==> src/rtl/seq_shift_add_multiplier_if.sv <==
// -----------------------------------------------------------------------------
// seq_shift_add_multiplier_if
//
// Purpose: bundles the request/response signals of the sequential shift-add
// multiplier so requester and multiplier connect through a single port.
//
// Handshake: the requester raises Start together with A, B and Signed_Mode.
// The multiplier accepts on the first rising edge where it is idle and Start
// is high. The operands are captured on that edge and may change afterwards.
// Busy is high while the multiplication runs. Done is a single-cycle pulse
// marking Product as valid. Product holds its value until the next accepted
// Start completes. Start seen while busy or in the Done cycle is dropped, not
// queued.
//
// Signals:
//   Start        requester -> multiplier  request strobe
//   Signed_Mode  requester -> multiplier  1 = two's-complement operands
//   A            requester -> multiplier  multiplicand (WIDTH bits)
//   B            requester -> multiplier  multiplier   (WIDTH bits)
//   Busy         multiplier -> requester  operation in progress
//   Done         multiplier -> requester  one-cycle completion pulse
//   Product      multiplier -> requester  2*WIDTH-bit result
// -----------------------------------------------------------------------------
interface seq_shift_add_multiplier_if #(
    parameter int WIDTH = 8
);
    logic                   Start;
    logic                   Signed_Mode;
    logic [WIDTH-1:0]       A;
    logic [WIDTH-1:0]       B;
    logic                   Busy;
    logic                   Done;
    logic [2*WIDTH-1:0]     Product;

    modport master (
        output Start,
        output Signed_Mode,
        output A,
        output B,
        input  Busy,
        input  Done,
        input  Product
    );

    modport slave (
        input  Start,
        input  Signed_Mode,
        input  A,
        input  B,
        output Busy,
        output Done,
        output Product
    );
endinterface

==> src/rtl/seq_shift_add_multiplier.sv <==
// -----------------------------------------------------------------------------
// seq_shift_add_multiplier
//
// Purpose: sequential shift-add multiplier. Computes a WIDTH x WIDTH product
// into 2*WIDTH bits. It runs one ADD cycle and one SHIFT cycle per multiplier
// bit, so an operation always takes the same number of cycles. Control FSM,
// iteration counter and datapath are all in this module.
//
// Configuration macro: MULT_SIGNED_EN
//   defined     - Signed_Mode selects two's-complement operation.
//   not defined - Signed_Mode is ignored. Every operation is unsigned and the
//                 subtract path is not built. The ports are the same in both
//                 builds.
//
// Parameters:
//   WIDTH        operand width, 2..32
//
// Ports:
//   Clk          clock, rising edge
//   Reset        synchronous, active-high; aborts any operation, clears Product
//   bus          seq_shift_add_multiplier_if.slave (Start/Signed_Mode/A/B in,
//                Busy/Done/Product out)
//   dbg_state_o  current FSM state, encoded as state_t below
// -----------------------------------------------------------------------------
module seq_shift_add_multiplier #(
    parameter int WIDTH = 8
) (
    input  logic                        Clk,
    input  logic                        Reset,
    seq_shift_add_multiplier_if.slave   bus,
    output logic [1:0]                  dbg_state_o
);

    localparam int CW = (WIDTH > 1) ? $clog2(WIDTH) : 1;
    localparam logic [CW-1:0] LAST_CNT = CW'(WIDTH - 1);

    // Encoding: IDLE=0, ADD=1, SHIFT=2, DONE=3
    typedef enum logic [1:0] {
        S_IDLE  = 2'd0,
        S_ADD   = 2'd1,
        S_SHIFT = 2'd2,
        S_DONE  = 2'd3
    } state_t;

    state_t                 state_q, state_d;
    logic [WIDTH-1:0]       mcand_q, mcand_d;
    logic [WIDTH-1:0]       acc_q, acc_d;
    logic [WIDTH-1:0]       q_q, q_d;
    logic                   x_q, x_d;
    logic [CW-1:0]          cnt_q, cnt_d;
    logic                   sgn_q, sgn_d;
    logic [2*WIDTH-1:0]     product_q, product_d;

    logic                   busy;
    logic                   done;
    logic                   signed_sel;
    logic [WIDTH:0]         ext_acc;
    logic [WIDTH:0]         ext_mcand;
    logic [WIDTH:0]         add_res;

    // ------------------------------------------------------------------
    // Arithmetic unit
    // ------------------------------------------------------------------
    // Both operands are widened by one bit so the carry (unsigned) or the
    // true sign (signed) ends up in X. Without that bit, -2^(W-1) squared
    // would not fit.
    always_comb begin
        ext_acc   = sgn_q ? {acc_q[WIDTH-1], acc_q}     : {1'b0, acc_q};
        ext_mcand = sgn_q ? {mcand_q[WIDTH-1], mcand_q} : {1'b0, mcand_q};
    end

`ifdef MULT_SIGNED_EN
    // In two's complement the multiplier MSB has weight -2^(W-1). On the
    // last iteration the multiplicand is therefore subtracted, not added.
    always_comb begin
        if (sgn_q && (cnt_q == LAST_CNT)) begin
            add_res = ext_acc - ext_mcand;
        end else begin
            add_res = ext_acc + ext_mcand;
        end
    end

    assign signed_sel = bus.Signed_Mode;
`else
    assign add_res    = ext_acc + ext_mcand;
    assign signed_sel = 1'b0;

    logic signed_mode_unused;
    assign signed_mode_unused = bus.Signed_Mode;
`endif

    // ------------------------------------------------------------------
    // Next-state and output logic
    // ------------------------------------------------------------------
    always_comb begin
        state_d   = state_q;
        mcand_d   = mcand_q;
        acc_d     = acc_q;
        q_d       = q_q;
        x_d       = x_q;
        cnt_d     = cnt_q;
        sgn_d     = sgn_q;
        product_d = product_q;
        busy      = 1'b0;
        done      = 1'b0;

        case (state_q)
            S_IDLE: begin
                if (bus.Start) begin
                    mcand_d = bus.A;
                    q_d     = bus.B;
                    acc_d   = '0;
                    x_d     = 1'b0;
                    cnt_d   = '0;
                    sgn_d   = signed_sel;
                    state_d = S_ADD;
                end
            end

            S_ADD: begin
                busy = 1'b1;
                if (q_q[0]) begin
                    {x_d, acc_d} = add_res;
                end
                state_d = S_SHIFT;
            end

            S_SHIFT: begin
                busy = 1'b1;
                // {X,Acc,Q} >> 1. X is kept as the sign in signed mode and
                // cleared in unsigned mode.
                x_d   = sgn_q & x_q;
                acc_d = {x_q, acc_q[WIDTH-1:1]};
                q_d   = {acc_q[0], q_q[WIDTH-1:1]};
                cnt_d = cnt_q + CW'(1);
                if (cnt_q == LAST_CNT) begin
                    // Same value as {acc_d, q_d}, written out so the
                    // product does not depend on the shifted registers.
                    product_d = {x_q, acc_q, q_q[WIDTH-1:1]};
                    state_d   = S_DONE;
                end else begin
                    state_d = S_ADD;
                end
            end

            S_DONE: begin
                done    = 1'b1;
                state_d = S_IDLE;
            end

            default: begin
                state_d = S_IDLE;
            end
        endcase
    end

    // ------------------------------------------------------------------
    // State registers
    // ------------------------------------------------------------------
    always_ff @(posedge Clk) begin
        if (Reset) begin
            state_q   <= S_IDLE;
            mcand_q   <= '0;
            acc_q     <= '0;
            q_q       <= '0;
            x_q       <= 1'b0;
            cnt_q     <= '0;
            sgn_q     <= 1'b0;
            product_q <= '0;
        end else begin
            state_q   <= state_d;
            mcand_q   <= mcand_d;
            acc_q     <= acc_d;
            q_q       <= q_d;
            x_q       <= x_d;
            cnt_q     <= cnt_d;
            sgn_q     <= sgn_d;
            product_q <= product_d;
        end
    end

    assign bus.Busy    = busy;
    assign bus.Done    = done;
    assign bus.Product = product_q;
    assign dbg_state_o = state_q;

    // ------------------------------------------------------------------
    // Invariants
    // ------------------------------------------------------------------
    a_busy_done_exclusive: assert property (
        @(posedge Clk) disable iff (Reset) !(bus.Busy && bus.Done)
    );

    a_product_stable: assert property (
        @(posedge Clk) disable iff (Reset)
        (state_q != S_SHIFT || cnt_q != LAST_CNT) |=> $stable(bus.Product)
    );

endmodule
==> src/flat_wrapper.sv <==
// flat-port wrapper written by rule: the top's interface ports become plain ports
module seq_shift_add_multiplier_flat 
#(
    parameter int WIDTH = 8
)
  (Clk, Reset, dbg_state_o, bus_Start, bus_Signed_Mode, bus_A, bus_B, bus_Busy, bus_Done, bus_Product);
  seq_shift_add_multiplier_if #(.WIDTH(WIDTH)) bus_i ();
  input  logic Clk;
  input  logic Reset;
  output logic [1:0] dbg_state_o;
  input wire logic [$bits(bus_i.Start)-1:0] bus_Start;
  input wire logic [$bits(bus_i.Signed_Mode)-1:0] bus_Signed_Mode;
  input wire logic [$bits(bus_i.A)-1:0] bus_A;
  input wire logic [$bits(bus_i.B)-1:0] bus_B;
  output wire logic [$bits(bus_i.Busy)-1:0] bus_Busy;
  output wire logic [$bits(bus_i.Done)-1:0] bus_Done;
  output wire logic [$bits(bus_i.Product)-1:0] bus_Product;
  assign bus_i.Start = bus_Start;
  assign bus_i.Signed_Mode = bus_Signed_Mode;
  assign bus_i.A = bus_A;
  assign bus_i.B = bus_B;
  assign bus_Busy = bus_i.Busy;
  assign bus_Done = bus_i.Done;
  assign bus_Product = bus_i.Product;
  seq_shift_add_multiplier #(.WIDTH(WIDTH)) u_core (.Clk(Clk), .Reset(Reset), .bus(bus_i), .dbg_state_o(dbg_state_o));
endmodule
==> config.mk <==
export PLATFORM = sky130hd
export DESIGN_NAME = seq_shift_add_multiplier_flat
export DESIGN_NICKNAME = d
export VERILOG_FILES = /design/src/rtl/seq_shift_add_multiplier_if.sv /design/src/rtl/seq_shift_add_multiplier.sv /design/src/flat_wrapper.sv
export SDC_FILE = /design/constraint.sdc
export NUM_CORES = 1
export LEC_CHECK = 0
export CAP_MARGIN = 20
export CELL_PAD_IN_SITES_DETAIL_PLACEMENT = 1
export CELL_PAD_IN_SITES_GLOBAL_PLACEMENT = 2
export CORE_UTILIZATION = 28
export CTS_CLUSTER_DIAMETER = 60
export DETAILED_ROUTE_END_ITERATION = 10
export MAX_ROUTING_LAYER = met4
export PLACE_DENSITY = 0.78
export SETUP_SLACK_MARGIN = 0.3
export SLEW_MARGIN = 0
export SYNTH_ARGS = -nofsm -noshare
export SYNTH_HDL_FRONTEND = slang
export SYNTH_SLANG_ARGS = --single-unit
==> constraint.sdc <==
create_clock -name Clk -period 1.8 [get_ports Clk]
set_input_delay 0.27 -clock Clk [delete_from_list [all_inputs] [get_ports Clk]]
set_output_delay 0.27 -clock Clk [all_outputs]
set_load 0.01 [all_outputs]
Yosys cells after proc, flatten, opt, wreduce, memory -nomap -nowiden:

Cells that the tools add are included.

* add/subtract/negate cells: 2
* equality and inequality tests: 6
* multiplexer cells: 15
* reduce and logical (&&, ||, !) cells: 8

Operator list (count)
* 8-bit two-way mux: 3
* 8-bit case mux with 3 select lines: 1
* 8-bit case mux with 2 select lines: 1
* 8-bit by 8-bit adder with 9-bit output: 1
* 2-bit case mux with 4 select lines: 1
* 3-bit case mux with 2 select lines: 1
* 2-bit AND reduction: 3
* 2-bit == test (second input constant): 2
* 1-bit two-way mux: 4
* 2-bit two-way mux: 2
* 3-bit by 1-bit adder with 3-bit output (second input constant): 1
* 3-bit == test (second input constant): 1
* 3-bit two-way mux: 1
* 1-bit case mux with 3 select lines: 1
* 3-bit AND reduction: 1
* 3-bit nonzero test: 1
* 2-bit by 1-bit == test with 1-bit output (second input constant): 1
* 2-bit zero test: 1
* 2-bit by 1-bit != test with 1-bit output (second input constant): 1
* 2-bit != test (second input constant): 1
* 2-bit nonzero test: 1
* 2-bit OR reduction: 1

* register bits: 46
* bits of input ports: 20
* logic and storage cells: 38

Depth between registers and ports, before layout:

Gate-level depths: netlist of the first run.

* depth in word-level cells: 3
* gate-level depth with buffers: 7
* gate-level depth less buffers: 7

Least setup slack after synthesis of the first run:

OpenSTA, ideal clock, no wires.

* path kind: flip-flop to flip-flop
* start: register u_core.acc_q[0]
* end: register u_core.x_q
* data arrival time: 1.752 ns
* required time: 1.672 ns
* path slack: -0.079 ns
* stages on the path, launching flop included: 7
* period minus slack after synthesis: 1.879 ns
* cell sequence: dfxtp_1 -> ha_1 -> fa_1 -> a21o_1 -> a221o_1 -> a311oi_2 -> o41ai_2

* word-level cells in the longest chain between the ends: 3

Ends and longest elaborated chain
* start: declaration: line seq_shift_add_multiplier.sv:47 `logic [WIDTH-1:0] acc_q, acc_d;`
* start signal: assignment: line seq_shift_add_multiplier.sv:164 `acc_q <= '0;`
* start signal: assignment: line seq_shift_add_multiplier.sv:173 `acc_q <= acc_d;`
* 8-bit by 8-bit adder with 9-bit output: line seq_shift_add_multiplier.sv:85 `assign add_res = ext_acc + ext_mcand;`
* 1-bit two-way mux: line seq_shift_add_multiplier.sv:122 `if (q_q[0]) begin`
* 1-bit case mux with 3 select lines: line seq_shift_add_multiplier.sv:107 `case (state_q)`
* end signal: assignment: line seq_shift_add_multiplier.sv:166 `x_q <= 1'b0;`
* end signal: assignment: line seq_shift_add_multiplier.sv:175 `x_q <= x_d;`
* end: declaration: line seq_shift_add_multiplier.sv:49 `logic x_q, x_d;`

No other way between the ends. The select of a mux whose other input is x is not followed.
A chain may end at the register's enable or synchronous reset.

Worst setup path in the final report of the first run:

Same ends and word-level chain as after synthesis.

==> key figures, run 1 <==
STA
  – Skew final: 8.59 ps
  – Final hold violation count: 0
  – Maximum clock frequency: 554 MHz
  – Final Setup Violations: 1
  – Worst setup margin: -4.00 ps
  – Slew headroom: 81.8%
  – Setup repair after global routing missed its margin: yes
  – Worst Tran Pin Value: 270 ps
  – Final hold slack: 454 ps
  – Max-slew violations: 0
  – Min cycle time layout: 1800 ps
  – Final period utilization: 100%

Finish
  – Storage element area: 942 µm²
  – Layout cells sized above 1: 26.9%
  – Layout area overhead: 47.2%
  – FILL cells: 906
  – Antenna Cells: 0
  – Fin nets: 354
  – Area of the multi-input gates: 0.00142 mm²
  – Non-Filler Instances: 422

CTS
  – CTS buffer count: 5
  – Hold-fix buffers, CTS: 0
  – Clk slew on worst S/H paths: 90 ps
  – Clk_lat worst skew: 310 ps
  – H-tree lvl count: 2
  – CTS max path bufs: 2
  – CTS tree: built
  – Root Driver: clkbuf_8
  – Clock net sink count: 46

Critical path
  – Worst flop-to-flop path startpoint: u_core.acc_q[0]
  – Cells along the critical path: ha_4 -> fa_2 -> a21o_1 -> a221o_1 -> a311oi_2 -> o41ai_2
  – Slowest cell on the critical path: dfxtp_2
  – Critical register-to-register path endpoint: u_core.x_q
  – R2R setup slack: -4 ps
  – CP bufs+invs: 0
  – Crit path kind: register to register
  – CP Capture Type: register
  – Crit-path max cell delay: 350 ps
  – CP Launch Type: register
  – Crit path DAT: 2000 ps
  – Critical path's top delay family: compound AO/OA/AOI/OAI gates
  – Maximum fanout along the worst path: 2
  – Worst EP required: 2000 ps
  – R2R depth: 6

Synth
  – Synth warnings: 0
  – Async SR Flop Fraction: 0%
  – Syn nets: 295
  – #FFs+latches synth: 46
  – Most frequent cell after synthesis: nand2_1
  – Most used DFF post-synth: dfxtp_1
  – Synth Cell Area: 0.00222 mm²
  – Largest cells by area after synthesis: dfxtp_1 (41%), nand2_1 (8.1%), a21oi_1 (7.9%), ha_1 (7.9%), a211oi_1 (3.7%)
  – Post-synth cell types: 40
  – Area leader, netlist: dfxtp_1
  – Cells after synthesis: 260
  – Post-synth top cells: nand2_1 (48), dfxtp_1 (46), a21oi_1 (35)
  – Number of flops mapped to enable cells by yosys: 0
  – Mapped Avg Cell Area: 8.55 µm²
  – Sequential fraction of the synthesis area: 41.4%
  – Top cell type's share of synthesized area: 41.4%

Pwr
  – Total power: 3.09 mW
  – Pwr Density: 945 mW/mm²
  – Leakage: 1.31 nW
  – Worst vdd ir: 0.333 mV

Routing
  – DR DRC count: 0
  – Pre-antenna DRT Iters: 6
  – Via Count: 2047
  – Initial DRC count: 56
  – Via density: 4.85
  – WL final: 6160 µm
  – Antenna-violating nets left: 0
  – Wire length per cell: 14.6 µm

Floorplanning
  – Io pins: 40
  – Die W: 91.1 µm
  – Core area: 0.00769 mm²
  – Row count: 32
  – Die Height: 91.1 µm
  – Starting Density: 28.9%
  – Die footprint: 0.00830 mm²

Placed design
  – Hpwl dp: 4180 µm
  – Dpl cells: 404
  – Gp weighted congestion: 0.711
  – I/O Buffers: 38

Worst hold path
  – Hold Crit Start: u_core.bus.Product[5]
  – Hold Path Sink: u_core.bus.Product[5]
  – Min-Delay Path Class: register to register
  – WHS Path Cells: 2

Global route
  – First-pass GRT wire length: 9910 µm
  – Met1 usage: 19.6%
  – Gr usage total: 15.4%
  – Met3 Use GR: 2.76%
  – Pin count of the biggest net entering global routing: 48
  – Initial antenna violation count: 0
  – Vias in the first global route: 2092
  – Top Usage Layer GRT: met2
  – GRT overflow: 0
  – Met2 Use GR: 24.6%

Outcome
  – Status: finished, violations left
  – Failing checks: setup timing

Job
  – Max-cap violation count: 0
[timing repair]
action                                  CTS  global route
pin swaps                                11            14
buffers inserted                          3             7
resized for setup                        33            38
endpoints found under the setup margin   40            44
endpoints found under the hold margin     0             0
[where the power goes]
part	internal [mW]	total [mW]	switching [mW]
logic	0.524	1.10	0.573
registers	1.12	1.21	0.0855
clock network	0.410	0.786	0.377
[worst reg2reg max path, delay by kind of cell (launching register included)]
kind / cells / cell delay [ps]
AO/OA/AOI/OAI: 4 / 860
flip-flops: 1 / 350
adder cells (fa/ha/maj): 2 / 500
[cell type report]
cell class | count | area share [%]
clock inverters | 3 | 1.22
multi-input cells | 196 | 43.3
repair buffers | 66 | 20.1
clock buffers | 5 | 2.10
inverters | 4 | 0.612
well taps | 102 | 3.90
flip-flops and latches | 46 | 28.8
[registers in the layout, summed over array words and instances, names as in the netlist]
| signal | cells |
|---|---|
| u_core.bus.Product | 16 |
| u_core.mcand_q | 8 |
| u_core.cnt_q | 3 |
| u_core.x_q | 1 |
| u_core.dbg_state_o | 2 |
| u_core.q_q | 8 |
| u_core.acc_q | 8 |
[metal layers]
metal	share of wire, %	vias up
li1	-	1039
met5	0	-
met3	2.7	10
met1	48	967
met4	1.8	0
met2	47	31
[per-stage QoR]
stage | TNS (ps) | setup WS, ps | utilization (%) | instance area [µm²]
2_1_floorplan | 0 | 42.4 | - | 2270
3_3_place_gp | -37.7 | -28.1 | 37.2 | 2860
3_5_place_dp | -115 | -50.9 | 37.2 | 2860
4_1_cts | -13.6 | -13.6 | 40.1 | 3080
5_1_grt | -244 | -75.0 | 42.5 | 3270
6_report | -4.00 | -4.00 | 42.5 | 3270
[placed cells by master, fill, tap and decap left out, types with 3 or more instances in the layout]
cell | netlist | layout
a211oi_1 | 11 | 8
a21oi_1 | 35 | 27
nand3_1 | 15 | 12
o21ai_1 | 0 | 4
clkdlybuf4s50_1 | 0 | 29
nand2_1 | 48 | 47
dlymetal6s2s_1 | 0 | 5
dfxtp_4 | 0 | 4
buf_6 | 1 | 7
clkbuf_8 | 0 | 5
o22ai_1 | 4 | 3
ha_1 | 14 | 6
mux2i_1 | 8 | 8
dfxtp_1 | 46 | 37
nand3b_1 | 3 | 3
xor2_1 | 4 | 4
dfxtp_2 | 0 | 5
buf_4 | 0 | 19
ha_4 | 0 | 6
nor2_1 | 19 | 17
buf_12 | 0 | 3
a21oi_2 | 0 | 8
[worst max-delay path by stage]
stage                            from               to  cells after the start  slack (ps)
floorplan             u_core.acc_q[0]  u_core.acc_q[6]                      7          40
finish                u_core.acc_q[0]       u_core.x_q                      6          -4
detailed placement  u_core.mcand_q[0]  u_core.acc_q[6]                      7         -50
global route        u_core.mcand_q[0]  u_core.acc_q[6]                      7         -70
CTS                   u_core.acc_q[0]       u_core.x_q                      6         -10
global placement    u_core.mcand_q[0]  u_core.acc_q[6]                      7         -30
[cells by family (layout without fill, tap and decap cells)]
logic type	Yosys count	count (layout)	synth area share [%]
compound gates	70	70	20.6
fa+ha+maj	15	15	8.78
xor+xnor	5	5	1.97
buf+inv	18	78	3.66
mux	8	8	3.60
flops	46	46	41.4
simple gates	98	98	19.9
No activity file was read; power rests on OpenSTA's default activity.
==> run 2: changes to the inputs <==
--- a/config.mk
+++ b/config.mk
@@ -12,7 +12,7 @@
 export CTS_CLUSTER_DIAMETER = 60
 export DETAILED_ROUTE_END_ITERATION = 10
 export MAX_ROUTING_LAYER = met4
-export PLACE_DENSITY = 0.78
+export PLACE_DENSITY = 0.82
 export SETUP_SLACK_MARGIN = 0.3
 export SLEW_MARGIN = 0
 export SYNTH_ARGS = -nofsm -noshare
==> key figures, run 2 (synthesis results as in run 1) <==
Global route
  – Initial antenna violation count: 0
  – GRT overflow: 0
  – Vias in the first global route: 2117
  – Pin count of the biggest net entering global routing: 28
  – Gr usage total: 15.3%
  – First-pass GRT wire length: 9960 µm

Outcome
  – Status: finished, violations left
  – Failing checks: setup timing

CTS
  – CTS buffer count: 5
  – Clk_lat worst skew: 310 ps
  – CTS max path bufs: 2
  – Root Driver: clkbuf_8
  – CTS tree: built
  – H-tree lvl count: 2
  – Clk slew on worst S/H paths: 90 ps
  – Clock net sink count: 46

STA
  – Final period utilization: 104%
  – Slew headroom: 79.1%
  – Worst setup margin: -77.7 ps
  – Max-slew violations: 0
  – Final hold violation count: 0
  – Final Setup Violations: 2
  – Setup repair after global routing missed its margin: yes
  – Min cycle time layout: 1880 ps
  – Skew final: 10.3 ps
  – Worst Tran Pin Value: 314 ps
  – Maximum clock frequency: 533 MHz

Finish
  – Highest-count cells in the layout ignoring fill and taps: nand2_1 (47), dfxtp_1 (40), a21oi_1 (32)
  – Commonest non-fill, non-tap cell in the layout: nand2_1
  – Layout cells sized above 1: 21.9%
  – Antenna Cells: 0
  – Area of the multi-input gates: 0.00137 mm²
  – FILL cells: 913
  – Storage element area: 936 µm²
  – Fin nets: 353
  – Non-Filler Instances: 421
  – Max reg flops: 16
  – Layout area overhead: 44.8%

Critical path
  – Crit path kind: register to register
  – Cells along the critical path: ha_4 -> fa_2 -> a21o_1 -> a221o_1 -> nor2_1 -> xor2_1 -> o22ai_1
  – CP Capture Type: register
  – R2R setup slack: -80 ps
  – Crit path DAT: 2060 ps
  – Maximum fanout along the worst path: 2
  – Slowest cell on the critical path: dfxtp_2
  – Crit-path max cell delay: 350 ps
  – Worst EP required: 1980 ps
  – CP Launch Type: register

Routing
  – DR DRC count: 0
  – Wire length per cell: 13.8 µm
  – Routed length on met1: 2820 µm
  – Pre-antenna DRT Iters: 5
  – Initial DRC count: 28
  – Metal2 WL: 2720 µm
  – Via Count: 2037
  – WL final: 5800 µm
  – Antenna-violating nets left: 0
  – Met3 WL: 185 µm
  – Via density: 4.84
  – Top layer in use: met4

Placed design
  – Pre-CTS setup slack: -104 ps
  – Hpwl dp: 4180 µm
  – Gp weighted congestion: 0.722
  – I/O Buffers: 38
  – Dpl cells: 405

Floorplanning
  – Starting Density: 28.9%
  – Io pins: 40
  – Die footprint: 0.00830 mm²
  – Die Height: 91.1 µm
  – Die W: 91.1 µm
  – Core area: 0.00769 mm²
  – Row count: 32

Pwr
  – Pwr Density: 970 mW/mm²
  – Leakage: 1.27 nW
  – Worst vdd ir: 0.391 mV

Worst hold path
  – Min-Delay Path Class: register to register

Job
  – Max-cap violation count: 0
==> run 2: worst paths after layout <==
check | from | end | cells after the start
min | u_core.bus.Product[2] | u_core.bus.Product[2] | 2
min reg2reg | u_core.bus.Product[2] | u_core.bus.Product[2] | 2
max | u_core.mcand_q[0] | u_core.acc_q[6] | 7
max reg2reg | u_core.mcand_q[0] | u_core.acc_q[6] | 7
==> run 2: critical path: cells and delay by family (launching register included) <==
family / cells / cell delay [ps]
compound gates: 3 / 600
fa+ha+maj: 2 / 490
flops: 1 / 350
xor+xnor: 1 / 190
simple gates: 1 / 120
==> run 2: what timing repair did <==
action / in CTS / in global routing
pin swaps: 13 / 6
setup buffers: 7 / 0
resized for setup: 29 / 18
endpoints found under the setup margin: 35 / 38
gates cloned: 0 / 1
hold buffers: 0 / 0
==> run 2: layer usage <==
metal | up-vias | GRT usage, %
li1 | 1032 | -
met1 | 964 | 19.3
met2 | 35 | 24.9
met3 | 6 | 2.85
met4 | 0 | 4.37
met5 | - | -
==> run 2: cell type report <==
type | instances | share of cell area [%]
multi-input combinational | 196 | 42.7
sequential | 46 | 29.1
clock buffer | 7 | 2.68
timing repair buffer | 65 | 20.0
tap | 102 | 3.97
clock inverter | 1 | 0.933
inverter | 4 | 0.622
==> run 2: through the flow <==
step	util (%)	setup TNS, ps	cell area, µm²	total power [mW]	hold slack, ps
5_1_grt	41.8	-287	3220	3.31	481
3_5_place_dp	37.3	-316	2870	2.08	448
2_1_floorplan	-	0	2270	1.80	417
6_report	41.8	-97.4	3220	3.12	456
4_1_cts	40.6	-79.0	3120	3.02	460
3_3_place_gp	37.3	-35.9	2870	2.06	442
==> run 2: where the power goes <==
| group | switching (mW) | internal [mW] | total, mW |
|---|---|---|---|
| Combinational | 0.567 | 0.535 | 1.10 |
| Clock | 0.359 | 0.453 | 0.813 |
| Sequential | 0.0850 | 1.12 | 1.21 |
